File: config.mk
export PLATFORM = sky130hd
export DESIGN_NAME = chrono_tick_control
export DESIGN_NICKNAME = d
export VERILOG_FILES = /design/src/rtl/chrono_tick_control.sv
export SDC_FILE = /design/constraint.sdc
export NUM_CORES = 1
export LEC_CHECK = 0
export CORE_ASPECT_RATIO = 0.7
export CORE_MARGIN = 4
export CORE_UTILIZATION = 50
export DETAILED_ROUTE_END_ITERATION = 10
export GPL_TIMING_DRIVEN = 0
export PLACE_DENSITY = 0.74
export SLEW_MARGIN = 25
export SYNTH_ARGS = -nofsm -noshare
export SYNTH_HDL_FRONTEND = slang
export SYNTH_SLANG_ARGS = --single-unit
File: constraint.sdc
create_clock -name qzt_clk -period 4.9 [get_ports qzt_clk]
set_input_delay 0.98 -clock qzt_clk [delete_from_list [all_inputs] [get_ports qzt_clk]]
set_output_delay 0.98 -clock qzt_clk [all_outputs]
set_load 0.02 [all_outputs]
File: src/rtl/chrono_tick_control.sv
// Chronometer front-end: button sync/debounce, IDLE/RUN/PAUSE control,
// and tick prescaler that drives the first counter stage.
//
// Ports:
//   qzt_clk        in   system clock, rising edge
//   reset          in   synchronous, active-high
//   btn_start_stop in   raw push-button, high = pressed
//   btn_clear      in   raw push-button, high = pressed
//   tick           out  count clock, one rise per DIV run cycles
//   clr_out        out  counter clear request, active-high
//   running        out  high in RUN
//   paused         out  high in PAUSE
module chrono_tick_control #(
    parameter int DIV      = 500000,
    parameter int DEBOUNCE = 500000
) (
    input  logic qzt_clk,
    input  logic reset,
    input  logic btn_start_stop,
    input  logic btn_clear,
    output logic tick,
    output logic clr_out,
    output logic running,
    output logic paused
);

    localparam int CW = $clog2(DIV);
    localparam int DW = $clog2(DEBOUNCE + 1);

    localparam logic [CW-1:0] LAST   = CW'(DIV - 1);
    localparam logic [CW-1:0] HALF   = CW'(DIV / 2);
    localparam logic [DW-1:0] DB_MAX = DW'(DEBOUNCE);

    typedef enum logic [1:0] {
        IDLE,
        RUN,
        PAUSE
    } state_t;

    // Bit 0 = start/stop, bit 1 = clear.
    logic [1:0]         btn_raw;
    logic [1:0]         sync1;
    logic [1:0]         sync2;
    logic [1:0]         level;
    logic [1:0]         level_d;
    logic [1:0][DW-1:0] stab;
    logic [1:0]         press;

    logic               ev_ss;
    logic               ev_clr;

    state_t             state;
    state_t             state_nxt;
    logic               clr_nxt;

    logic [CW-1:0]      div_cnt;
    logic [CW-1:0]      div_inc;

    assign btn_raw = {btn_clear, btn_start_stop};

    // Press event = rising edge of the debounced level.
    assign press  = level & ~level_d;
    assign ev_ss  = press[0];
    assign ev_clr = press[1];

    assign div_inc = div_cnt + CW'(1);

    // Synchronizers and debouncers. Any cycle where the synchronized
    // level agrees with the accepted level restarts the stability count.
    always_ff @(posedge qzt_clk) begin
        if (reset) begin
            sync1   <= '0;
            sync2   <= '0;
            level   <= '0;
            level_d <= '0;
            stab    <= '0;
        end else begin
            sync1   <= btn_raw;
            sync2   <= sync1;
            level_d <= level;
            for (int i = 0; i < 2; i++) begin
                if (sync2[i] == level[i]) begin
                    stab[i] <= '0;
                end else if (stab[i] == DB_MAX) begin
                    level[i] <= sync2[i];
                    stab[i]  <= '0;
                end else begin
                    stab[i] <= stab[i] + DW'(1);
                end
            end
        end
    end

    // Run control. In PAUSE a clear outranks start/stop; in IDLE both
    // may act together (start and clear the counters at once).
    always_comb begin
        state_nxt = state;
        clr_nxt   = 1'b0;
        unique case (state)
            IDLE: begin
                if (ev_ss) begin
                    state_nxt = RUN;
                end
                if (ev_clr) begin
                    clr_nxt = 1'b1;
                end
            end
            RUN: begin
                if (ev_ss) begin
                    state_nxt = PAUSE;
                end
            end
            PAUSE: begin
                if (ev_clr) begin
                    state_nxt = IDLE;
                    clr_nxt   = 1'b1;
                end else if (ev_ss) begin
                    state_nxt = RUN;
                end
            end
            default: begin
                state_nxt = IDLE;
            end
        endcase
    end

    // State and registered outputs. The prescaler advances on every edge
    // that leaves a RUN cycle, so PAUSE cycles never count; entering IDLE
    // zeroes tick on the same edge clr_out rises.
    always_ff @(posedge qzt_clk) begin
        if (reset) begin
            state   <= IDLE;
            clr_out <= 1'b1;
            running <= 1'b0;
            paused  <= 1'b0;
            div_cnt <= '0;
            tick    <= 1'b0;
        end else begin
            state   <= state_nxt;
            clr_out <= clr_nxt;
            running <= (state_nxt == RUN);
            paused  <= (state_nxt == PAUSE);
            if (state_nxt == IDLE) begin
                div_cnt <= '0;
                tick    <= 1'b0;
            end else if (state == RUN) begin
                if (div_cnt == LAST) begin
                    div_cnt <= '0;
                    tick    <= 1'b1;
                end else begin
                    div_cnt <= div_inc;
                    if (div_inc == HALF) begin
                        tick <= 1'b0;
                    end
                end
            end
        end
    end

endmodule

; ---- Word level (Yosys, flattened, before mapping)
; Index checks and enable logic that the tools add are counted.
[word_totals]
reg_bits = 71
inputBits = 4
out_inout_bits = 4
wordCells = 49
[op_classes]
addsub = 3
n_eq_ne = 10
muxes = 9
n_bitwise = 4
n_reduce_logical = 10
[op_table]
columns = operator, count
row1 = $add 19x1->19 const B, 3
row2 = $eq 19x19->1 const B, 3
row3 = $eq 19x18->1 const B, 1
row4 = $mux 19, 1
row5 = $mux 2, 3
row6 = $pmux 2 s3, 1
row7 = $reduce_and 2->1, 3
row8 = $reduce_or 3->1, 2
row9 = $eq 2x1->1 const B, 2
row10 = $eq 2x2->1 const B, 2
row11 = $logic_not 2->1, 2
row12 = $mux 1, 4
row13 = $reduce_or 2->1, 2
row14 = $and 2x2->2, 1
row15 = $eq 1x1->1, 2
row16 = $not 1->1, 2
row17 = $not 2->2, 1
row18 = $reduce_bool 2->1, 1

; ---- Depth between registers and ports, before layout
; Gate-level depths: netlist of the first run.
[depth]
ltp_word = 7
depth_mapped = 8
ltp_nobuf = 6

; ---- Least setup slack after synthesis of the first run
; Ideal clock, no wire load.
[synth_path]
kind = register to register
from = register div_cnt[7]
to = register div_cnt[17]
setup_ns = 0.119
arrival_time_ns = 1.892
required_time_ns = 4.781
slack_ns = 2.890
stages_incl_launch_ff = 7
path_buffers = 1
period_less_slack_ns = 2.010
path_cell_list = dfxtp_1 -> buf_6 -> or4b_4 -> nor4_4 -> nand2_4 -> o21a_1 -> o221a_1
[synth_between]
elab_chain_cells = 2
elab_cells_between_ends = 3
cone_classes = add/sub: 1 / eq/ne: 1 / mux: 1
[synth_rtl]
columns = element, line_no
row1 = "start, declared", 56  ; logic [CW-1:0] div_cnt;
row2 = "start signal, assigned", 151  ; div_cnt <= div_inc;
row3 = $add 19x1->19 / $eq 19x19->1 (equally long branches), "66, 147"
row4 = $mux 19 *, 147  ; if (div_cnt == LAST) begin
; Every way passes the cells marked *; elsewhere a longest branch is shown, timed or not.
; A chain may end at the register's enable or synchronous reset.

; ---- Worst setup path in the final report of the first run
[layout_path]
from = register div_cnt[13]
to = register div_cnt[5]
[layout_between]
elab_chain_cells = 2
[layout_rtl]
columns = element, line_no
row1 = $eq 19x19->1, 147
row2 = $mux 19, 147
; Every way passes these cells.

==> metrics.txt, run 1 <==
length of the first detailed-routing pass in iterations=5; number of hold-slack violations in the final timing report=0; Power Density=293 nW/µm²; ys flop type=dfxtp_1; Core Footprint=6370 µm²; first-pass GRT wire length=11.6 mm; post-synth top area cell=dfxtp_1; maximum clock rate=0.408 GHz; number of flops mapped to enable cells by yosys=0; count of warnings emitted by yosys=0; Filler cells=556; largest net degree at the start of global routing=12; drt via density=5.50; Die Wd=106 µm; clk buf depth=2; setup repair bufs after CTS=0; CTS root buf=clkbuf_8; die footprint=8130 µm²; DRC viols=0; Die Ht=76.7 µm; Worst Path Class, Setup=reg -> reg; Post-DP HPWL=4.71 mm; sinks on the clock net=71; Final Instance Area=3780 µm²; FF+latch area=1420 µm²; diode insertion count for antenna repair=0; commonest non-fill, non-tap cell in the layout=dfxtp_1; count of mapped cells out of synthesis=399; nets in the synthesized netlist=408; static leakage=0.00115 µW; data arrival at the endpoint of the critical path=2.65 ns; total setup violations reported at the end of the flow=0; worst slew margin relative to its limit=54.7%; mean post-synth cell area=8.44 µm²; average wire length per cell after detail routing=13.1 µm; clock period minus final worst setup slack=2.45 ns; total global routing overflow=0; layout net count=426; worst-case clock skew=0.00603 ns; most used cells in the layout excluding fill and tap cells=dfxtp_1, nor2_1, nand3_1, nand2_1, xor2_1; initial core utilization=52.9%; layout-stage area growth over the synthesis result=12.1%; sort of element at the end of the critical path=flop; vias after detailed routing=2,822; startpoint kind of the worst setup timing path=flop; Top-Level Pins=8; worst slew pin tran=0.680 ns; placed cell area=3550 µm²; share of synthesized area occupied by flip-flops and latches=42.2%; Setup WS pre-CTS=2.14 ns; post-synthesis register bit count=71; RSZ-0062 raised after global routing=false; type of the tightest min-delay check=reg -> reg; total clock buffers created by CTS=9; number of max-slew violations in the final report=0; clock-pin slew on the worst setup and hold paths=0.07 ns; Setup Total Neg Slack=0 ns; proportion of synthesized flip-flops having asynchronous set or reset=0%; fraction of post-synthesis cell area in the top cell type by area=42.2%; top area cells in the synthesized netlist=dfxtp_1, nor2_1, xor2_1; sum of routed wire length over all layers=6.71 mm; number of global-route vias before repair=2,441; number of port buffers=7; H-tree level count=3; distinct cell type count after synthesis=50; cell row count=24; total routing resource utilization after global routing=17.5%; multi-input combinational cell area=1830 µm²; insertion delay of the later-clocked pin in the worst-skew pair=0.33 ns; Routability Congestion=0.937; CTS tree=done; worst path required time=5.10 ns; post-cts resize count=0; count of nets left with antenna violations after detail routing=0; Final period util=50.0%; maximum vdd ir drop=161 µV; maximum net fanout on the critical path=10; max-cap viol count=0; Worst Hold Slack=0.444 ns; post-synthesis instance area=3370 µm²; Worst Slack Setup Final=2.45 ns; run status=finished clean; number of antenna violations at the first check in global routing=0; violation count after the first detailed-route iteration=183; number of buffers added to fix hold violations after cts=0; layout cell share with drive strength beyond 1=5.45%
[synthesized netlist by cell type, drive strengths merged (2+ instances only)]
cell     n
and3     9
o21ai   11
nand2b   3
ha       5
a21boi   2
o221a    2
xnor2   21
nor2b    8
mux2i    3
buf      3
clkbuf  14
nor4     7
nand3b   5
nor2    67
o32ai    2
a31o     2
a22oi    4
a31oi    2
inv     12
dfxtp   71
nor3    13
nand3   24
or3      6
and2     2
a21oi   16
xor2    22
nand2   25
and4     2
nand4   14
nand4b   5
nor4b    3
o21a     2
[final cells by class]
| type | count | share of cell area, % |
|---|---|---|
| Buffer | 17 | 1.95 |
| Tap cell | 91 | 3.02 |
| Sequential cell | 71 | 37.6 |
| Clock inverter | 3 | 1.72 |
| Timing Repair Buffer | 7 | 1.86 |
| Multi-Input combinational cell | 299 | 48.4 |
| Inverter | 12 | 1.19 |
| Clock buffer | 13 | 4.21 |
[flip-flops by register name, indices dropped and copies added (netlist names)]
name / flops
paused: 1
running: 1
state: 2
level: 2
clr_out: 1
sync1: 2
sync2: 2
level_d: 2
stab: 38
div_cnt: 19
tick: 1
[kinds of logic after synthesis]
kind of cell	after synthesis	share of synthesized area [%]
buf+inv	29	3.53
compound gates	49	9.36
xor+xnor	43	11.2
flops	71	42.2
simple gates	199	31.0
mux	3	0.892
fa+ha+maj	5	1.86
[worst max-delay path, cell delays in order (launching register included)]
cell and delay, ns:
dfxtp_1 0.31, clkbuf_2 0.18, or4b_4 0.51, nor4_4 0.64, a21oi_1 0.39, nand4b_1 0.21, a21oi_1 0.08
[power breakdown]
| group | switching (µW) | internal, µW |
|---|---|---|
| sequential | 1.23 | 579 |
| clock | 199 | 314 |
| combinational | 6.67 | 5.50 |
| total | 207 | 899 |
[worst paths after layout]
path | start | endpoint | slack, ns | cells after the start
setup reg to reg | div_cnt[13] | div_cnt[5] | 2.45 | 6
hold reg to reg | sync1[1] | sync2[1] | 0.44 | 1
setup / recovery | div_cnt[13] | div_cnt[5] | 2.45 | 6
hold / removal | sync1[1] | sync2[1] | 0.44 | 1
[layer usage]
layer	vias to the layer above	global-route usage, %	wire, µm
met5	-	0	0
met4	0	7.89	98
met3	10	5.03	406
met2	70	23.8	2800
met1	1318	25.2	3410
li1	1424	-	-
[metrics by stage]
step / total power (µW) / util [%] / std cells
floorplan: 600 / - / 399
global placement: 606 / 55.8 / 497
detailed placement: 606 / 55.8 / 497
CTS: 1120 / 59.3 / 513
global route: 1150 / 59.3 / 513
finish: 1110 / 59.3 / 513
Note: power is estimated with default switching activity, not from simulation.
==> inputs of run 2 (changes only) <==
--- a/config.mk
+++ b/config.mk
@@ -10,7 +10,7 @@
 export CORE_UTILIZATION = 50
 export DETAILED_ROUTE_END_ITERATION = 10
 export GPL_TIMING_DRIVEN = 0
-export PLACE_DENSITY = 0.74
+export PLACE_DENSITY = 0.76
 export SLEW_MARGIN = 25
 export SYNTH_ARGS = -nofsm -noshare
 export SYNTH_HDL_FRONTEND = slang
==> constraint.sdc (replaced) <==
create_clock -name qzt_clk -period 2.2 [get_ports qzt_clk]
set_input_delay 0.44 -clock qzt_clk [delete_from_list [all_inputs] [get_ports qzt_clk]]
set_output_delay 0.44 -clock qzt_clk [all_outputs]
set_load 0.02 [all_outputs]
==> run 2 against run 1 <==
Via count grew 1.0%. Final cell count shrank 0.19%. Sequential power grew 120%. Core utilization grew 0.37 points.
==> metrics.txt, run 2 (same netlist as run 1, synthesis figures left out) <==
run status=finished clean (unchanged); hold-critical path endpoint=sync2[1] (unchanged); total clock buffers created by CTS=9 (unchanged); diode insertion count for antenna repair=0 (unchanged); number of antenna violations at the first check in global routing=0 (unchanged); static leakage=0.00117 µW (was 0.00115 µW); most used cells in the layout excluding fill and tap cells=dfxtp_1, nor2_1, nand3_1, nand2_1, xor2_1 (unchanged); Worst Path Class, Setup=reg -> reg (unchanged); Final Instance Area=3800 µm² (was 3780 µm²); destination of the worst register-to-register timing path=div_cnt[17] (was div_cnt[5]); flip-flop count of the largest register, all copies and words added=38 (unchanged); registers with the most flip-flops=stab: 38 flops, div_cnt: 19 flops (unchanged); cell row count=24 (unchanged); final design utilization=59.7% (was 59.3%); Die Ht=76.7 µm (unchanged); drt via density=5.57 (was 5.50); data arrival at the endpoint of the critical path=2.34 ns (was 2.65 ns); Filler cells=577 (was 556); die footprint=8130 µm² (unchanged); insertion delay of the later-clocked pin in the worst-skew pair=0.35 ns (was 0.33 ns); clock period minus final worst setup slack=2.09 ns (was 2.45 ns); layout net count=425 (was 426); worst path required time=2.45 ns (was 5.10 ns); number of hold-slack violations in the final timing report=0 (unchanged); average wire length per cell after detail routing=13.3 µm (was 13.1 µm); maximum net fanout on the critical path=10 (unchanged); Setup Total Neg Slack=0 ns (unchanged); worst slew margin relative to its limit=55.7% (was 54.7%); number of port buffers=7 (unchanged); layout-stage area growth over the synthesis result=12.8% (was 12.1%); R2R setup slack=0.11 ns (was 2.45 ns); violation count after the first detailed-route iteration=180 (was 183); Worst Hold Slack=0.454 ns (was 0.444 ns); sort of element at the end of the critical path=flop (unchanged); CTS tree=done (unchanged); DRC viols=0 (unchanged); total setup violations reported at the end of the flow=0 (unchanged); clock-pin slew on the worst setup and hold paths=0.08 ns (was 0.07 ns); maximum vdd ir drop=332 µV (was 161 µV); Post-DP HPWL=4.73 mm (was 4.71 mm); top register by number of flip-flops=stab (unchanged); Core Footprint=6370 µm² (unchanged); Power Density=659 nW/µm² (was 293 nW/µm²); sinks on the clock net=71 (unchanged); number of buffers added to fix hold violations after cts=0 (unchanged); startpoint kind of the worst setup timing path=flop (unchanged); total global routing overflow=0 (unchanged); number of global-route vias before repair=2,494 (was 2,441); Worst Min Path Start=sync1[1] (unchanged); sum of routed wire length over all layers=6.83 mm (was 6.71 mm); number of max-slew violations in the final report=0 (unchanged); worst-case clock skew=0.00790 ns (was 0.00603 ns); multi-input combinational cell area=1840 µm² (was 1830 µm²); initial core utilization=52.9% (unchanged); largest net degree at the start of global routing=20 (was 12); Routability Congestion=0.896 (was 0.937); cell count of the worst reg-to-reg path=6 (unchanged); layout cell share with drive strength beyond 1=7.60% (was 5.45%); RSZ-0062 raised after global routing=false (unchanged); Top-Level Pins=8 (unchanged); H-tree level count=3 (unchanged); placed cell area=3550 µm² (unchanged); max-cap viol count=0 (unchanged); FF+latch area=1420 µm² (unchanged); Final period util=95.0% (was 50.0%); first-pass GRT wire length=11.7 mm (was 11.6 mm); beginning of the critical path=div_cnt[4] (was div_cnt[13]); Die Wd=106 µm (unchanged); maximum clock rate=0.478 GHz (was 0.408 GHz); clk buf depth=2 (unchanged); worst slew pin tran=0.660 ns (was 0.680 ns); type of the tightest min-delay check=reg -> reg (unchanged); reg-to-reg critical path startpoint=div_cnt[4] (was div_cnt[13]); Pwr Total=2500 µW (was 1110 µW); length of the first detailed-routing pass in iterations=5 (unchanged); CTS root buf=clkbuf_8 (unchanged); commonest non-fill, non-tap cell in the layout=dfxtp_1 (unchanged); total routing resource utilization after global routing=17.4% (was 17.5%); count of nets left with antenna violations after detail routing=0 (unchanged); worst hold path depth=1 (unchanged); vias after detailed routing=2,851 (was 2,822)
run 2: changes by cell type in the layout (fill, tap and decap cells not counted), moves of 2 or more:
cell	delta
buf_4	+2
clkbuf_1	-5
inv_6	+2
nor2_2	+2
nor2_1	-2
run 2: metrics by stage:
stage	worst slack (ns)	std cells
after global routing	0.00806	512
after detailed placement	-0.176	497
final	0.109	512
after global placement	-0.162	497
after floorplan	0.190	399
after CTS	0.0476	513
run 2: final cells by class:
cell class	count	area share (%)
tap	91	3.00
buffer	14	1.68
clock inverter	6	2.40
clock buffer	10	3.62
inverter	12	1.19
timing repair buffer	9	2.24
sequential	71	37.4
multi-input combinational	299	48.5
run 2: report_power, final:
group | internal, µW | total (µW) | switching (µW)
Clock | 677 | 1180 | 507
Combinational | 12.4 | 27.1 | 14.7
Sequential | 1290 | 1290 | 3.30
Total | 1980 | 2500 | 525
run 2: how the worst max path moves through the flow:
stage / to / depth (start not counted)
2_1_floorplan: div_cnt[17] / 6
3_3_place_gp: div_cnt[5] / 6
3_5_place_dp: div_cnt[5] / 6
4_1_cts: div_cnt[18] / 7
5_1_grt: stab[31] / 7
6_report: div_cnt[17] / 6
run 2: timing repair:
action / CTS / global route
gates cloned: 0 / 0
pin swaps: 1 / 0
setup buffers: 2 / 0
resized for setup: 2 / 3
setup endpoints to repair: 28 / 22
run 2: layer usage:
layer	GRT usage (%)	vias up	share of wire, %
li1	-	1422	-
met1	25.0	1350	51
met2	25.0	70	43
met3	5.03	9	4.9
met4	5.43	0	1.1
met5	0	-	0
run 2: worst max-delay path, cell delays in order, from the launching register on:
cell and delay, ns:
dfxtp_1 0.32, clkbuf_1 0.32, nand3_1 0.30, nor2_2 0.33
nand4_1 0.23, o21a_1 0.22, o221a_1 0.25
==> inputs of run 3 (changes only) <==
--- a/config.mk
+++ b/config.mk
@@ -5,12 +5,14 @@
 export SDC_FILE = /design/constraint.sdc
 export NUM_CORES = 1
 export LEC_CHECK = 0
+export CAP_MARGIN = 20
 export CORE_ASPECT_RATIO = 0.7
 export CORE_MARGIN = 4
 export CORE_UTILIZATION = 50
 export DETAILED_ROUTE_END_ITERATION = 10
 export GPL_TIMING_DRIVEN = 0
 export PLACE_DENSITY = 0.76
+export RECOVER_POWER = 100
 export SLEW_MARGIN = 25
 export SYNTH_ARGS = -nofsm -noshare
 export SYNTH_HDL_FRONTEND = slang
==> run 3 against run 2 <==
Combinational power decreased by 3%. Die area did not move. Critical path depth is the same. Hold slack is essentially flat. Clock skew barely moved. Critical endpoint unchanged. Largest power group unchanged.
==> metrics.txt, run 3 (same netlist as run 1, synthesis figures left out) <==
violation count after the first detailed-route iteration=180 (unchanged); Routability Congestion=0.896 (unchanged); NetSw=525 µW (about the same); Die Wd=106 µm (unchanged); clock period minus final worst setup slack=2.10 ns (was 2.09 ns); number of global-route vias before repair=2,494 (unchanged); Setup Total Neg Slack=0 ns (unchanged); worst hold path depth=1 (unchanged); die footprint=8130 µm² (unchanged); top register by number of flip-flops=stab (unchanged); flip-flop count of the largest register, all copies and words added=38 (unchanged); Top-Level Pins=8 (unchanged); placed cell area=3550 µm² (unchanged); worst slew margin relative to its limit=55.7% (about the same); CTS root buf=clkbuf_8 (unchanged); maximum clock rate=0.477 GHz (was 0.478 GHz); registers with the most flip-flops=stab: 38 flops, div_cnt: 19 flops (unchanged); share of power burned in the clock network=47.3% (about the same); initial core utilization=52.9% (unchanged); maximum vdd ir drop=332 µV (about the same); clock-pin slew on the worst setup and hold paths=0.08 ns (about the same); DRC viols=0 (unchanged); sort of element at the end of the critical path=flop (unchanged); total routing resource utilization after global routing=17.4% (unchanged); layout cell share with drive strength beyond 1=7.60% (unchanged); startpoint kind of the worst setup timing path=flop (unchanged); commonest non-fill, non-tap cell in the layout=dfxtp_1 (unchanged); layout-stage area growth over the synthesis result=12.8% (unchanged); multi-input combinational cell area=1840 µm² (unchanged); Worst Path Class, Setup=reg -> reg (unchanged); sum of routed wire length over all layers=6.82 mm (was 6.83 mm); insertion delay of the later-clocked pin in the worst-skew pair=0.35 ns (about the same); run status=finished clean (unchanged); cell-by-cell listing of the critical path=clkbuf_1 > nand3_1 > nor2_2 > nand4_1 > o21a_1 > o221a_1 (unchanged); delay-heaviest family, CP=simple AND/OR/NAND/NOR gates (unchanged); total clock buffers created by CTS=9 (unchanged); vias after detailed routing=2,851 (unchanged); Die Ht=76.7 µm (unchanged); reg-to-reg critical path startpoint=div_cnt[4] (unchanged); largest incremental delay on the critical path=0.33 ns (about the same); maximum net fanout on the critical path=10 (unchanged); data arrival at the endpoint of the critical path=2.34 ns (about the same); worst-case clock skew=0.00779 ns (was 0.00790 ns); diode insertion count for antenna repair=0 (unchanged); Final period util=95.4% (was 95.0%); Final Instance Area=3800 µm² (unchanged); destination of the worst register-to-register timing path=div_cnt[17] (unchanged); number of port buffers=7 (unchanged); cell row count=24 (unchanged); number of hold-slack violations in the final timing report=0 (unchanged); crit path buf inv count=1 (unchanged); switching part of the total=21.0% (about the same); R2R setup slack=0.10 ns (was 0.11 ns); slowest cell on the critical path=clkbuf_1 (was nor2_2); RSZ-0062 raised after global routing=false (unchanged); count of nets left with antenna violations after detail routing=0 (unchanged); layout net count=425 (unchanged); beginning of the critical path=div_cnt[4] (unchanged); static leakage=0.00118 µW (was 0.00117 µW); cell count of the worst reg-to-reg path=6 (unchanged); Int Pwr=1980 µW (about the same); worst path required time=2.45 ns (about the same); Core Footprint=6370 µm² (unchanged); Post-DP HPWL=4.73 mm (unchanged); number of antenna violations at the first check in global routing=0 (unchanged); drt via density=5.57 (unchanged); H-tree level count=3 (unchanged); max-cap viol count=0 (unchanged); sinks on the clock net=71 (unchanged); combinational share of power=1.1% (about the same); length of the first detailed-routing pass in iterations=5 (unchanged); total global routing overflow=0 (unchanged); Power Density=659 nW/µm² (about the same); worst setup path end=div_cnt[17] (unchanged); number of max-slew violations in the final report=0 (unchanged); type of the tightest min-delay check=reg -> reg (unchanged); CTS tree=done (unchanged); first-pass GRT wire length=11.7 mm (unchanged); most used cells in the layout excluding fill and tap cells=dfxtp_1, nor2_1, nand3_1, nand2_1, xor2_1 (unchanged); register share of total power=51.6% (about the same); clk buf depth=2 (unchanged); WP depth=6 (unchanged); total setup violations reported at the end of the flow=0 (unchanged); average wire length per cell after detail routing=13.3 µm (about the same); Filler cells=577 (unchanged); largest net degree at the start of global routing=20 (unchanged); Worst Hold Slack=0.453 ns (was 0.454 ns); FF+latch area=1420 µm² (unchanged); worst slew pin tran=0.660 ns (about the same)
==> run 3: cell count changes in the layout (fill, tap and decap cells not counted), sizes merged <==
| cell | change |
|---|---|
| dlygate4sd3 | +5 |
| clkdlybuf4s50 | -5 |
==> run 3: worst min-delay path by stage <==
stage / startpoint / end / slack (ns)
floorplan: sync1[0] / sync2[0] / 0.41
global placement: sync1[0] / sync2[0] / 0.43
detailed placement: sync1[1] / sync2[1] / 0.45
CTS: sync1[1] / sync2[1] / 0.46
global route: sync1[1] / sync2[1] / 0.47
finish: sync1[1] / sync2[1] / 0.45
==> run 3: area by class of cell <==
cell class                 instances  area share, %
sequential                        71           37.4
clock inverter                     6           2.40
timing repair buffer               9           2.24
inverter                          12           1.19
multi-input combinational        299           48.5
clock buffer                      10           3.62
buffer                            14           1.68
tap                               91           3.00
==> run 3: what timing repair did <==
action                                  4_1_cts  5_1_grt
resized for setup                             2        3
hold buffers                                  0        0
endpoints found under the setup margin       28       22
buffers inserted                              2        0
pin swaps                                     1        0
==> run 3: layer usage <==
layer	GRT usage [%]	up-vias	part of all wire, %
li1	-	1423	-
met1	25.0	1346	50
met2	25.0	73	43
met3	5.03	9	5.1
met4	5.43	0	1.1
met5	0	-	0
==> run 3: metrics by stage <==
step	std cells	setup slack [ns]	power, µW	util [%]
final	512	0.102	2500	59.7
after global routing	512	0.00806	2600	59.7
after CTS	513	0.0476	2520	59.6
after detailed placement	497	-0.176	1350	55.8
after global placement	497	-0.162	1350	55.8
after floorplan	399	0.190	1340	-
==> run 3: power groups by stage <==
| stage | registers (µW) | logic [µW] | clock network, µW |
|---|---|---|---|
| floorplan | 1320 | 13.4 | 0 |
| global placement | 1320 | 26.8 | 0 |
| detailed placement | 1320 | 27.4 | 0 |
| CTS | 1290 | 26.8 | 1200 |
| global route | 1290 | 29.6 | 1270 |
| finish | 1290 | 26.4 | 1180 |
==> run 3: worst register-to-register path: stages (launching register included) <==
cell and delay, ns:
dfxtp_1 0.32, clkbuf_1 0.33, nand3_1 0.30, nor2_2 0.33, nand4_1 0.24, o21a_1 0.22
o221a_1 0.25
==> patch 1 (flow settings as in run 2) <==
The 3 states of `state_t` get a one-hot encoding in 3 bits.
--- a/src/rtl/chrono_tick_control.sv
+++ b/src/rtl/chrono_tick_control.sv
@@ -31,10 +31,10 @@
     localparam logic [CW-1:0] HALF   = CW'(DIV / 2);
     localparam logic [DW-1:0] DB_MAX = DW'(DEBOUNCE);
 
-    typedef enum logic [1:0] {
-        IDLE,
-        RUN,
-        PAUSE
+    typedef enum logic [2:0] {
+        IDLE  = 3'b001,
+        RUN   = 3'b010,
+        PAUSE = 3'b100
     } state_t;
 
     // Bit 0 = start/stop, bit 1 = clear.
Check against the original RTL: no difference found for any inputs over 10 cycles, from zero or initial values and one cycle with reset high; not proved beyond that.
==> patch 1 against run 2 <==
Setup slack worse by 0.014 ns. Routed wire length increased by 4.1%. Sequential cell count up 1. Cell area increased by 1.2%. Clock power is 12% lower. Die area decreased by 0.37%. Synthesized area down 0.41%. Combinational power hardly changed. Synthesized cell count fell by 0.75%. Critical path type unchanged. Total power shrank 5.3%. Global-route usage up 0.95 points.
==> patch 1: results (changes against run 2) <==
Router iterations before antenna repair: 5 (unchanged)
Largest cells by area after synthesis: dfxtp_1, nor2_1, xor2_1, xnor2_1, nand2_1
Slowest stage delay, CP: 0.39 ns (+0.06 ns)
Global-route wire length before repair: 12,100 um (+3.5%)
WHS Path Cells: 1 (unchanged)
Critical Path Slowest Stage Cell: or3_4
Worst Skew: 0.00634 ns (-0.00156 ns)
Inst Count DP: 494 (-0.60%)
Routing usage on met1: 0.245 (-0.00520)
Grt met2 use: 0.276 (+0.0264)
Placed wire-length estimate: 4710 um (-0.45%)
Vias in the first global route: 2,636 (+5.7%)
GRT Total Usage: 0.183 (+0.00947)
Slew headroom: 0.641 (+0.0840)
Initial antenna violation count: 0 (unchanged)
DR WL/cell: 13.9 um (+3.9%)
ANT nets after route: 0 (unchanged)
Seq/Total Area, Yosys: 0.430 (+0.00770)
Synth unique cells: 45 (-10%)
DR iter-0 viols: 191 (+6.1%)
Critical-path maximum fanout: 5 (-5)
Biggest regs: stab (38), div_cnt (19), state (3)
Post-synth ARST share: 0 (unchanged)
Antenna Cells: 0 (unchanged)
Ys flop type: dfxtp_1
Placed Area: 0.00354 mm2 (-0.39%)
Avg Cell Area, Syn: 8.47 um2 (+0.35%)
Post-synth top cells: dfxtp_1, nor2_1, nand2_1, xor2_1, xnor2_1
Reg clk slew, reported paths: 0.07 ns
Pre-CTS setup slack: -0.211 ns (-0.0346 ns)
Finished Layout Cells: 513 (+0.20%)
Met3 Usage GRT: 0.0652 (+0.0149)
Via/cell ratio: 5.42 (-2.7%)
Worst r2r path cells: 8 (+2)
Nets: 426 (+0.24%)
Status: completed
Number of H-tree levels: 3 (unchanged)
Clock tree buffer depth: 2 (unchanged)
Share of post-route cells with drive strength above 1: 0.107 (+0.0306)
Fillcell total: 555 (-3.8%)
Largest net degree at the start of global routing: 13 (-35%)
Peak VDD IR: 278 uV (-16%)
Num CTS Buffers: 9 (unchanged)
Gp weighted congestion: 0.905 (+0.96%)
PD cells: 617 mW/mm2 (-6.4%)
Pleak: 1.26 nW (+8.3%)
Syn nets: 405 (-0.74%)
patch 1: cell types whose count changed in the layout (fill, tap and decap cells not counted), sizes merged, moves of 4 or more:
cell	before	now
and4	2	6
buf	4	10
clkbuf	22	18
inv	14	10
nand2	25	30
nand3	24	19
nor3	13	8
xor2	22	28
patch 1: worst reg2reg max path: stages, from the launching register on:
cell,delay [ns]
dfxtp_2,0.34
or3_4,0.39
or3_4,0.35
nor4_4,0.30
buf_4,0.21
clkbuf_16,0.15
o21ai_0,0.09
nand2_1,0.10
a21oi_1,0.06
patch 1: where the power goes:
group	switching, mW	internal [mW]	total [mW]
sequential	0.00291	1.31	1.31
clock	0.487	0.548	1.04
combinational	0.0149	0.0123	0.0271
total	0.505	1.87	2.37
patch 1: through the flow:
| stage | hold WS [ns] | setup TNS, ns |
|---|---|---|
| finish | 0.447 | 0 |
| global route | 0.459 | -0.0165 |
| CTS | 0.457 | 0 |
| detailed placement | 0.436 | -0.738 |
| global placement | 0.429 | -0.461 |
| floorplan | 0.414 | 0 |
patch 1: cells by family (layout without fill, tap and decap cells):
logic type | after synthesis | count (layout) | share of synthesized area
buffers and inverters | 25 | 51 | 0.0313
AND/OR/NAND/NOR | 202 | 202 | 0.316
multiplexers | 3 | 3 | 0.00932
AO/OA/AOI/OAI | 41 | 41 | 0.0701
flip-flops | 72 | 72 | 0.430
adder cells (fa/ha/maj) | 5 | 5 | 0.0186
XOR/XNOR | 48 | 48 | 0.125
patch 1: final cells by class:
cell class                 count  area share
buffer                        12      0.0163
clock buffer                  10      0.0358
clock inverter                 6      0.0153
inverter                      10     0.00976
multi-input combinational    299       0.482
sequential                    72       0.377
tap                           91      0.0296
timing repair buffer          13      0.0345
patch 1: what timing repair did:
action / CTS / global route
gates resized for setup: 7 / 10
cloned: 0 / 1
setup buffers: 3 / 2
pin swaps: 2 / 3
endpoints found under the hold margin: 0 / 0
hold buffers: 0 / 0
setup endpoints to repair: 26 / 35
patch 1: path summary, 6_finish.rpt:
check | start | to | slack (ns)
max | div_cnt[9] | div_cnt[12] | 0.1
min | sync1[0] | sync2[0] | 0.45
max reg2reg | div_cnt[9] | div_cnt[12] | 0.1
min reg2reg | sync1[0] | sync2[0] | 0.45
patch 1: layer usage:
layer | routed length, um | share of wire
met1 | 3400 | 0.48
met2 | 3160 | 0.44
met3 | 442 | 0.062
met4 | 102 | 0.014
met5 | 0 | 0
==> patch 2 (config.mk and constraints of run 2) <==
Made on the original files. Set the parameter `DIV` to 1000000 (it was 500000).
--- a/src/rtl/chrono_tick_control.sv
+++ b/src/rtl/chrono_tick_control.sv
@@ -11,7 +11,7 @@
 //   running        out  high in RUN
 //   paused         out  high in PAUSE
 module chrono_tick_control #(
-    parameter int DIV      = 500000,
+    parameter int DIV      = 1000000,
     parameter int DEBOUNCE = 500000
 ) (
     input  logic qzt_clk,
Behaviour: no difference found for any inputs over 10 cycles, from zero or initial values and one cycle with reset high; that may be too few to reach the edited logic, so the function may still have changed.
==> patch 2 against run 2 <==
Cell area is 6.9% higher. Highest routed layer unchanged. Final cell count is 7.8% higher. Clock power is 28% higher. Die area is 4.4% higher. Total power is 14% higher. Setup slack worse by 0.044 ns. Sequential cell count is 1 higher. Synthesized area is 4.8% higher. Hold slack worse by 0.015 ns. Routed wire length is 11% higher.
==> patch 2: results (changes against run 2) <==
Crit path to: tick
Pre-CTS setup slack: -0.0143 ns (+0.162 ns)
Finished Layout Cells: 552 (+7.8%)
Largest net degree at the start of global routing: 14 (-30%)
Gp weighted congestion: 0.932 (+4.0%)
Placed Area: 0.00372 mm2 (+4.6%)
Synth unique cells: 46 (-8.0%)
Status: completed
WP data arrival: 2.36 ns (+0.02 ns)
Largest cells by area after synthesis: dfxtp_1, nor2_1, xnor2_1, xor2_1, a21oi_1
Slew headroom: 0.622 (+0.0653)
Share of post-route cells with drive strength above 1: 0.0983 (+0.0222)
Syn nets: 443 (+8.6%)
Clock tree buffer depth: 2 (unchanged)
Via count: 3,069 (+7.6%)
DR iter-0 viols: 271 (+51%)
Seq/Total Area, Yosys: 0.408 (-0.0136)
Final WS setup: 0.0650 ns (-0.0442 ns)
Peak VDD IR: 524 uV (+58%)
Worst r2r path cells: 8 (+2)
Post-synth top cells: nor2_1, dfxtp_1, nand2_1, a21oi_1, nand3_1
Pleak: 1.30 nW (+11%)
Global-route wire length before repair: 13,100 um (+12%)
Slowest stage delay, CP: 0.41 ns (+0.08 ns)
Hold Path Class: reg2reg
Vias in the first global route: 2,796 (+12%)
Inst Count DP: 534 (+7.4%)
GRT Total Usage: 0.192 (+0.0177)
DR WL/cell: 13.7 um (+2.9%)
Yosys warns: 0 (unchanged)
Avg Cell Area, Syn: 8.15 um2 (-3.4%)
Number of H-tree levels: 3 (unchanged)
Nets: 463 (+8.9%)
Worst Skew: 0.0101 ns (+0.00222 ns)
[patch 2: changes by cell type after synthesis, moves of 4 or more]
cell and change:
xor2_1 -5, a22oi_1 -4, a21oi_1 +11, buf_2 +6
nand2_1 +4, and3_1 +4, nor2_1 +6, o21ai_0 +11
[patch 2: cell families after synthesis]
logic type,synth area share
buffers and inverters,0.0486
adders and majority gates,0.0213
xor gates and xnor gates,0.0968
DFF,0.408
AOI/OAI and AO/OA,0.103
muxes,0.00567
and+or+nand+nor,0.316
[patch 2: metal layers]
metal,share of wire,wire length (um),track usage,up-vias
met5,0,0,0,-
met4,0.014,105,0.0605,0
met3,0.064,486,0.0575,12
met2,0.41,3120,0.269,94
met1,0.51,3870,0.279,1422
li1,-,-,-,1541
[patch 2: worst min-delay path by stage]
stage                   from  endpoint  slack, ns
floorplan           sync1[0]  sync2[0]       0.41
CTS                 sync1[0]  sync2[0]       0.44
global route        sync1[1]  sync2[1]       0.46
detailed placement  sync1[0]  sync2[0]       0.42
global placement    sync1[0]  sync2[0]       0.42
finish              sync1[0]  sync2[0]       0.44
[patch 2: what timing repair did]
item                                    4_1_cts  5_1_grt
endpoints found under the setup margin       10       14
pin swaps                                     1        1
buffers inserted                              0        3
endpoints found under the hold margin         0        0
resized for setup                             2       12
[patch 2: layout make-up]
type                       count  area, um2
inverter                      11       41.3
sequential                    72       1440
timing repair buffer          10       92.6
fill                         628       2760
buffer                        21        129
tap                           94        118
clock inverter                 7        168
multi-input combinational    328       1950
clock buffer                   9        124
[patch 2: stage by stage]
stage	TNS [ns]	power, mW
6_report	0	2.85
5_1_grt	0	2.94
4_1_cts	0	2.87
3_5_place_dp	-0.0402	1.37
3_3_place_gp	0	1.37
2_1_floorplan	0	1.36
[patch 2: power by group]
group	internal, mW	switching [mW]	leakage [nW]	total, mW
clock	0.986	0.520	0.144	1.51
sequential	1.31	0.00328	0.582	1.31
combinational	0.0148	0.0159	0.573	0.0307
